$ cat src/rtl/btn_pulse_conditioner.sv
// Five-lane button synchronizer, debouncer and press/auto-repeat pulse generator.
// Auto-repeat (RPT state, btn_rpt) is present only when BTN_AUTOREPEAT_EN is defined.
module btn_pulse_conditioner #(
  parameter int DB_CYCLES  = 1000000,
  parameter int RPT_CYCLES = 4000000,
  parameter int CNT_W      = 23
) (
  input  logic       Clk,
  input  logic       reset,
  input  logic [4:0] btn_in,
  output logic [4:0] btn_db,
  output logic [4:0] btn_pulse,
  output logic [4:0] btn_rpt
);

`ifdef BTN_AUTOREPEAT_EN
  typedef enum logic [2:0] {
    IDLE, WQ, PULSE, HELD, RPT, REL
  } state_t;
`else
  typedef enum logic [2:0] {
    IDLE, WQ, PULSE, HELD, REL
  } state_t;
`endif

  localparam longint CNT_LIM = longint'(1) << CNT_W;

  localparam logic [CNT_W-1:0] DB_LAST =
    CNT_W'(DB_CYCLES - 1);

  if (DB_CYCLES < 2 || RPT_CYCLES < 2 ||
      longint'(DB_CYCLES) >= CNT_LIM ||
      longint'(RPT_CYCLES) >= CNT_LIM)
  begin : g_param_err
    $error("btn_pulse_conditioner: bad DB/RPT/CNT_W");
  end

`ifdef BTN_AUTOREPEAT_EN
  localparam logic [CNT_W-1:0] RPT_LAST =
    CNT_W'(RPT_CYCLES - 1);
`endif

  // Async assert, clock-synchronous release of the internal reset
  logic [1:0] r_rst_sync;
  logic       w_rst_n;

  always_ff @(posedge Clk or negedge reset) begin
    if (!reset) begin
      r_rst_sync <= 2'b00;
    end else begin
      r_rst_sync <= {r_rst_sync[0], 1'b1};
    end
  end

  assign w_rst_n = r_rst_sync[1];

  for (genvar g = 0; g < 5; g++) begin : g_lane
    logic [1:0]       r_sync;
    logic             w_sync;
    state_t           r_state;
    logic [CNT_W-1:0] r_cnt;
    logic             r_db;
    logic             r_pulse;
`ifdef BTN_AUTOREPEAT_EN
    logic             r_rpt;
`endif

    always_ff @(posedge Clk or negedge w_rst_n) begin
      if (!w_rst_n) begin
        r_sync <= 2'b00;
      end else begin
        r_sync <= {r_sync[0], btn_in[g]};
      end
    end

    assign w_sync = r_sync[1];

    always_ff @(posedge Clk or negedge w_rst_n) begin
      if (!w_rst_n) begin
        r_state <= IDLE;
        r_cnt   <= '0;
        r_db    <= 1'b0;
        r_pulse <= 1'b0;
`ifdef BTN_AUTOREPEAT_EN
        r_rpt   <= 1'b0;
`endif
      end else begin
        r_pulse <= 1'b0;
`ifdef BTN_AUTOREPEAT_EN
        r_rpt   <= 1'b0;
`endif
        unique case (r_state)
          IDLE: begin
            r_cnt <= '0;
            if (w_sync) begin
              r_state <= WQ;
            end
          end
          WQ: begin
            if (!w_sync) begin
              r_state <= IDLE;
              r_cnt   <= '0;
            end else if (r_cnt == DB_LAST) begin
              r_state <= PULSE;
              r_cnt   <= '0;
              r_pulse <= 1'b1;
              r_db    <= 1'b1;
            end else begin
              r_cnt <= r_cnt + 1'b1;
            end
          end
          PULSE: begin
            r_state <= HELD;
            r_cnt   <= '0;
          end
          HELD: begin
            if (!w_sync) begin
              r_state <= REL;
              r_cnt   <= '0;
            end
`ifdef BTN_AUTOREPEAT_EN
            else if (r_cnt == RPT_LAST) begin
              r_state <= RPT;
              r_cnt   <= '0;
              r_rpt   <= 1'b1;
            end else begin
              r_cnt <= r_cnt + 1'b1;
            end
`endif
          end
`ifdef BTN_AUTOREPEAT_EN
          RPT: begin
            r_state <= HELD;
            r_cnt   <= '0;
          end
`endif
          REL: begin
            // A bounce back high resumes the hold without a new press
            if (w_sync) begin
              r_state <= HELD;
              r_cnt   <= '0;
            end else if (r_cnt == DB_LAST) begin
              r_state <= IDLE;
              r_cnt   <= '0;
              r_db    <= 1'b0;
            end else begin
              r_cnt <= r_cnt + 1'b1;
            end
          end
          default: begin
            r_state <= IDLE;
            r_cnt   <= '0;
            r_db    <= 1'b0;
          end
        endcase
      end
    end

    assign btn_db[g]    = r_db;
    assign btn_pulse[g] = r_pulse;
`ifdef BTN_AUTOREPEAT_EN
    assign btn_rpt[g]   = r_rpt;
`else
    assign btn_rpt[g]   = 1'b0;
`endif
  end

endmodule

$ cat config.mk
export PLATFORM = sky130hd
export DESIGN_NAME = btn_pulse_conditioner
export DESIGN_NICKNAME = d
export VERILOG_FILES = /design/src/rtl/btn_pulse_conditioner.sv
export SDC_FILE = /design/constraint.sdc
export NUM_CORES = 1
export LEC_CHECK = 0
export ABC_CLOCK_PERIOD_IN_PS = 4300
export CAP_MARGIN = 5
export CORE_UTILIZATION = 27
export CTS_CLUSTER_DIAMETER = 120
export DETAILED_ROUTE_END_ITERATION = 8
export HOLD_SLACK_MARGIN = 0.12
export PLACE_DENSITY = 0.47
export SLEW_MARGIN = 40
export SYNTH_ARGS = -nofsm -noshare
export SYNTH_HDL_FRONTEND = slang
export SYNTH_SLANG_ARGS = --single-unit
$ cat constraint.sdc
create_clock -name Clk -period 4.3 [get_ports Clk]
set_clock_uncertainty 0.15 [all_clocks]
set_input_delay 0.645 -clock Clk [delete_from_list [all_inputs] [get_ports Clk]]
set_output_delay 0.645 -clock Clk [all_outputs]
set_load 0.03 [all_outputs]
==> impl_metrics.tcl <==
set metrics [dict create \
    cts.reportedPaths.clkPinSlew_ns 0.07 \
    netlist_top_cells_area "sky130_fd_sc_hd__dfrtp_1, sky130_fd_sc_hd__nand2_1, sky130_fd_sc_hd__nor2_1" \
    timing.max_slew.rel_slack 0.501 \
    dieArea_mm2 0.0307 \
    dieHeight_um 175 \
    synth_mux_area_frac 0.00278 \
    detail_route.wl_per_cell_um 13.4 \
    synth_simple_gate_area_share 0.267 \
    timing.setup.tns_ns 0 \
    number_of_antenna_violations_at_the_first_check_in_global_routing 0 \
    worst_setup_start_kind "flip-flop" \
    finalHoldViolCount 0 \
    actual_slew_at_the_worst_max_slew_pin_ns 0.742 \
    totalPowerFinal_mw 3.30 \
    synthesis.area_mm2 0.00810 \
    io_buffer_count 16 \
    path_class "flip-flop to flip-flop" \
    core_mm2 0.0296 \
    detailed_place_hpwl_um 10700 \
    synth_fa_ha_area_frac 0.00772 \
    clock_sink_count 152 \
    number_of_enable_type_register_cells_in_the_synthesized_netlist 0 \
    number_of_placed_cells_counting_well_taps 1230 \
    synth_compound_area_frac 0.151 \
    top_level_ports 22 \
    synth-async-reset-ratio 1.00 \
    yosys.area.top_type "sky130_fd_sc_hd__dfrtp_1" \
    grt_first_pass_wirelength_um 29500 \
    flow.area_growth_from_synthesis_pct 13.1 \
    final.period_utilization 0.613 \
    cts_root_buffer "sky130_fd_sc_hd__clkbuf_16" \
    data_arrival_time_at_the_worst_slack_endpoint_ns 2.79 \
    setup_viol 0 \
    cts_made_buffers 17 \
    layout_cells_sized_above_1 0.0631 \
    power.static_leakage_nw 3.55 \
    yosys.cell_types.count 65 \
    synthTopCellsByCount "sky130_fd_sc_hd__dfrtp_1, sky130_fd_sc_hd__nand2_1, sky130_fd_sc_hd__nor2_1, sky130_fd_sc_hd__nand3_1, sky130_fd_sc_hd__a31oi_1" \
    ys.warnings.count 0 \
    reg2reg_from "g_lane[4].r_cnt[0]$_DFFE_PN0P_" \
    drt_iter0_markers 372 \
    setup.reg_to_reg.worst_slack_ns 1.67 \
    grt-ovfl-total 0 \
    maxSlewViolCount 0 \
    grt_max_degree 91 \
    post_synth.cell_area_avg_um2 9.25 \
    fmaxAchievable_ghz 0.380 \
    cellPowerDensity_mw_per_mm2 361 \
    path_max_fanout 25 \
    synth.most_common_cell "sky130_fd_sc_hd__dfrtp_1" \
    groute.usage.overall 0.116 \
    post_layout_nonfiller_instances 1262 \
    worstSetupEndpointType "flip-flop" \
    hold_path_class "flip-flop to asynchronous set/reset pin" \
    clk-insertion-delay-late_ns 0.43 \
    post_synth_xor_area_fraction 0.0476 \
    route.detailed.drc 0 \
    antenna-diode-count 0 \
    fin_nets 871 \
    worstReg2RegEnd "g_lane[4].r_cnt[22]$_DFFE_PN0P_" \
    postRouteWirelength_um 16900 \
    vdd_drop_max_v 0.000180 \
    post_drt_via_cell_ratio 4.98 \
    register_bit_count_reported_by_yosys 152 \
    cts_tree "done" \
    detailedRoute.firstPassIterationCount 4 \
    postCtsResizedCells 0 \
    finalCriticalPeriod_ns 2.63 \
    synth_top_family_by_area "simple AND/OR/NAND/NOR gates" \
    postcts_setup_bufs 0 \
    max-cap-violations 0 \
    cp.required_ns 4.46 \
    synth_ff_type "sky130_fd_sc_hd__dfrtp_1" \
    post_cts_hold_buffer_count 0 \
    width_of_the_chip_um 175 \
    placement_row_count 63 \
    place.gp.congestion 0.739 \
    initial_core_util 0.274 \
    cts.htree.levels 4 \
    run_status "finished clean" \
    vias 6291 \
    first_global_vias 5868 \
    synth.top_cell.area_share 0.469 \
    postRouteAntennaNets 0 \
    clock_tree.buffer_depth 2 \
    rsz0062_at_grt "false" \
    worst_r2r_path_depth 7 \
    gate_count_post_synth 876 \
    synth_seq_area_share 0.469 \
]
==> final cells by class <==
class / count / area, um2
Fill cell: 3110 / 20400
Clock inverter: 10 / 190
Inverter: 20 / 75.1
Sequential cell: 152 / 3810
Clock buffer: 22 / 464
Timing Repair Buffer: 21 / 230
Tap cell: 390 / 488
Multi-Input combinational cell: 647 / 3910
==> metal layers <==
metal / GRT usage / vias to the layer above / part of all wire
li1: - / 3157 / -
met1: 0.160 / 3044 / 0.51
met5: 0 / - / 0
met4: 0.0446 / 0 / 0.014
met2: 0.182 / 75 / 0.45
met3: 0.0196 / 15 / 0.025
==> sequential cells by signal, indices dropped and copies added (netlist names) <==
register,cells
g_lane.r_sync,10
g_lane.r_db,5
g_lane.r_pulse,5
r_rst_sync,2
g_lane.r_cnt,115
g_lane.r_state,15
==> worst max path at each step <==
stage / start / to / slack [ns] / cells past startpoint
global placement: g_lane[4].r_cnt[0]$_DFFE_PN0P_ / g_lane[4].r_cnt[3]$_DFFE_PN0P_ / 1.66 / 7
global route: g_lane[4].r_cnt[0]$_DFFE_PN0P_ / g_lane[4].r_cnt[22]$_DFFE_PN0P_ / 1.46 / 7
finish: g_lane[4].r_cnt[0]$_DFFE_PN0P_ / g_lane[4].r_cnt[22]$_DFFE_PN0P_ / 1.67 / 7
floorplan: r_rst_sync[1]$_DFF_PN0_ / g_lane[0].r_cnt[0]$_DFFE_PN0P_ / 1.63 / 0
detailed placement: g_lane[4].r_cnt[0]$_DFFE_PN0P_ / g_lane[4].r_cnt[22]$_DFFE_PN0P_ / 1.67 / 7
CTS: g_lane[4].r_cnt[0]$_DFFE_PN0P_ / g_lane[4].r_cnt[22]$_DFFE_PN0P_ / 1.65 / 7
==> where the power goes <==
group          internal (mW)  switching, mW
sequential              1.46         0.0369
combinational         0.0426         0.0940
clock                   1.07          0.610
==> logic make-up (layout without fill, tap and decap cells) <==
kind of cell / after synthesis / in the layout
simple gates: 400 / 400
compound gates: 190 / 190
flops: 152 / 152
buf+inv: 81 / 73
xor+xnor: 44 / 44
fa+ha+maj: 5 / 5
other cells: 2 / 6
mux: 2 / 2
==> placed cells by master (no fill, tap or decap), drive strengths merged, types with 16 or more instances in the layout <==
cell and instances:
dfrtp 152, nand2 83, inv 22, nand3 53
xnor2 29, a31oi 48, clkbuf 22, a21oi 29
nor4 18, clkdlybuf4s50 16, nand4 33, o21ai 49
nor3 30, nor2 83
==> critical path, stage by stage (launching register included) <==
cell and delay (ns):
sky130_fd_sc_hd__dfrtp_1 0.39, sky130_fd_sc_hd__ha_1 0.24, sky130_fd_sc_hd__nand4_1 0.23, sky130_fd_sc_hd__nor3_1 0.50, sky130_fd_sc_hd__a21oi_4 0.29, sky130_fd_sc_hd__buf_4 0.28
sky130_fd_sc_hd__and3_1 0.17, sky130_fd_sc_hd__a221o_1 0.25
==> per-stage QoR <==
stage | cell area [um2] | hold slack (ns) | utilization | worst slack (ns)
2_1_floorplan | 8120 | 0.181 | - | 1.63
3_3_place_gp | 8460 | 0.185 | 0.286 | 1.66
3_5_place_dp | 8510 | 0.186 | 0.288 | 1.67
4_1_cts | 9160 | 0.194 | 0.310 | 1.65
5_1_grt | 9160 | 0.206 | 0.310 | 1.46
6_report | 9160 | 0.173 | 0.310 | 1.67
Note: power is estimated with default switching activity, not from simulation.
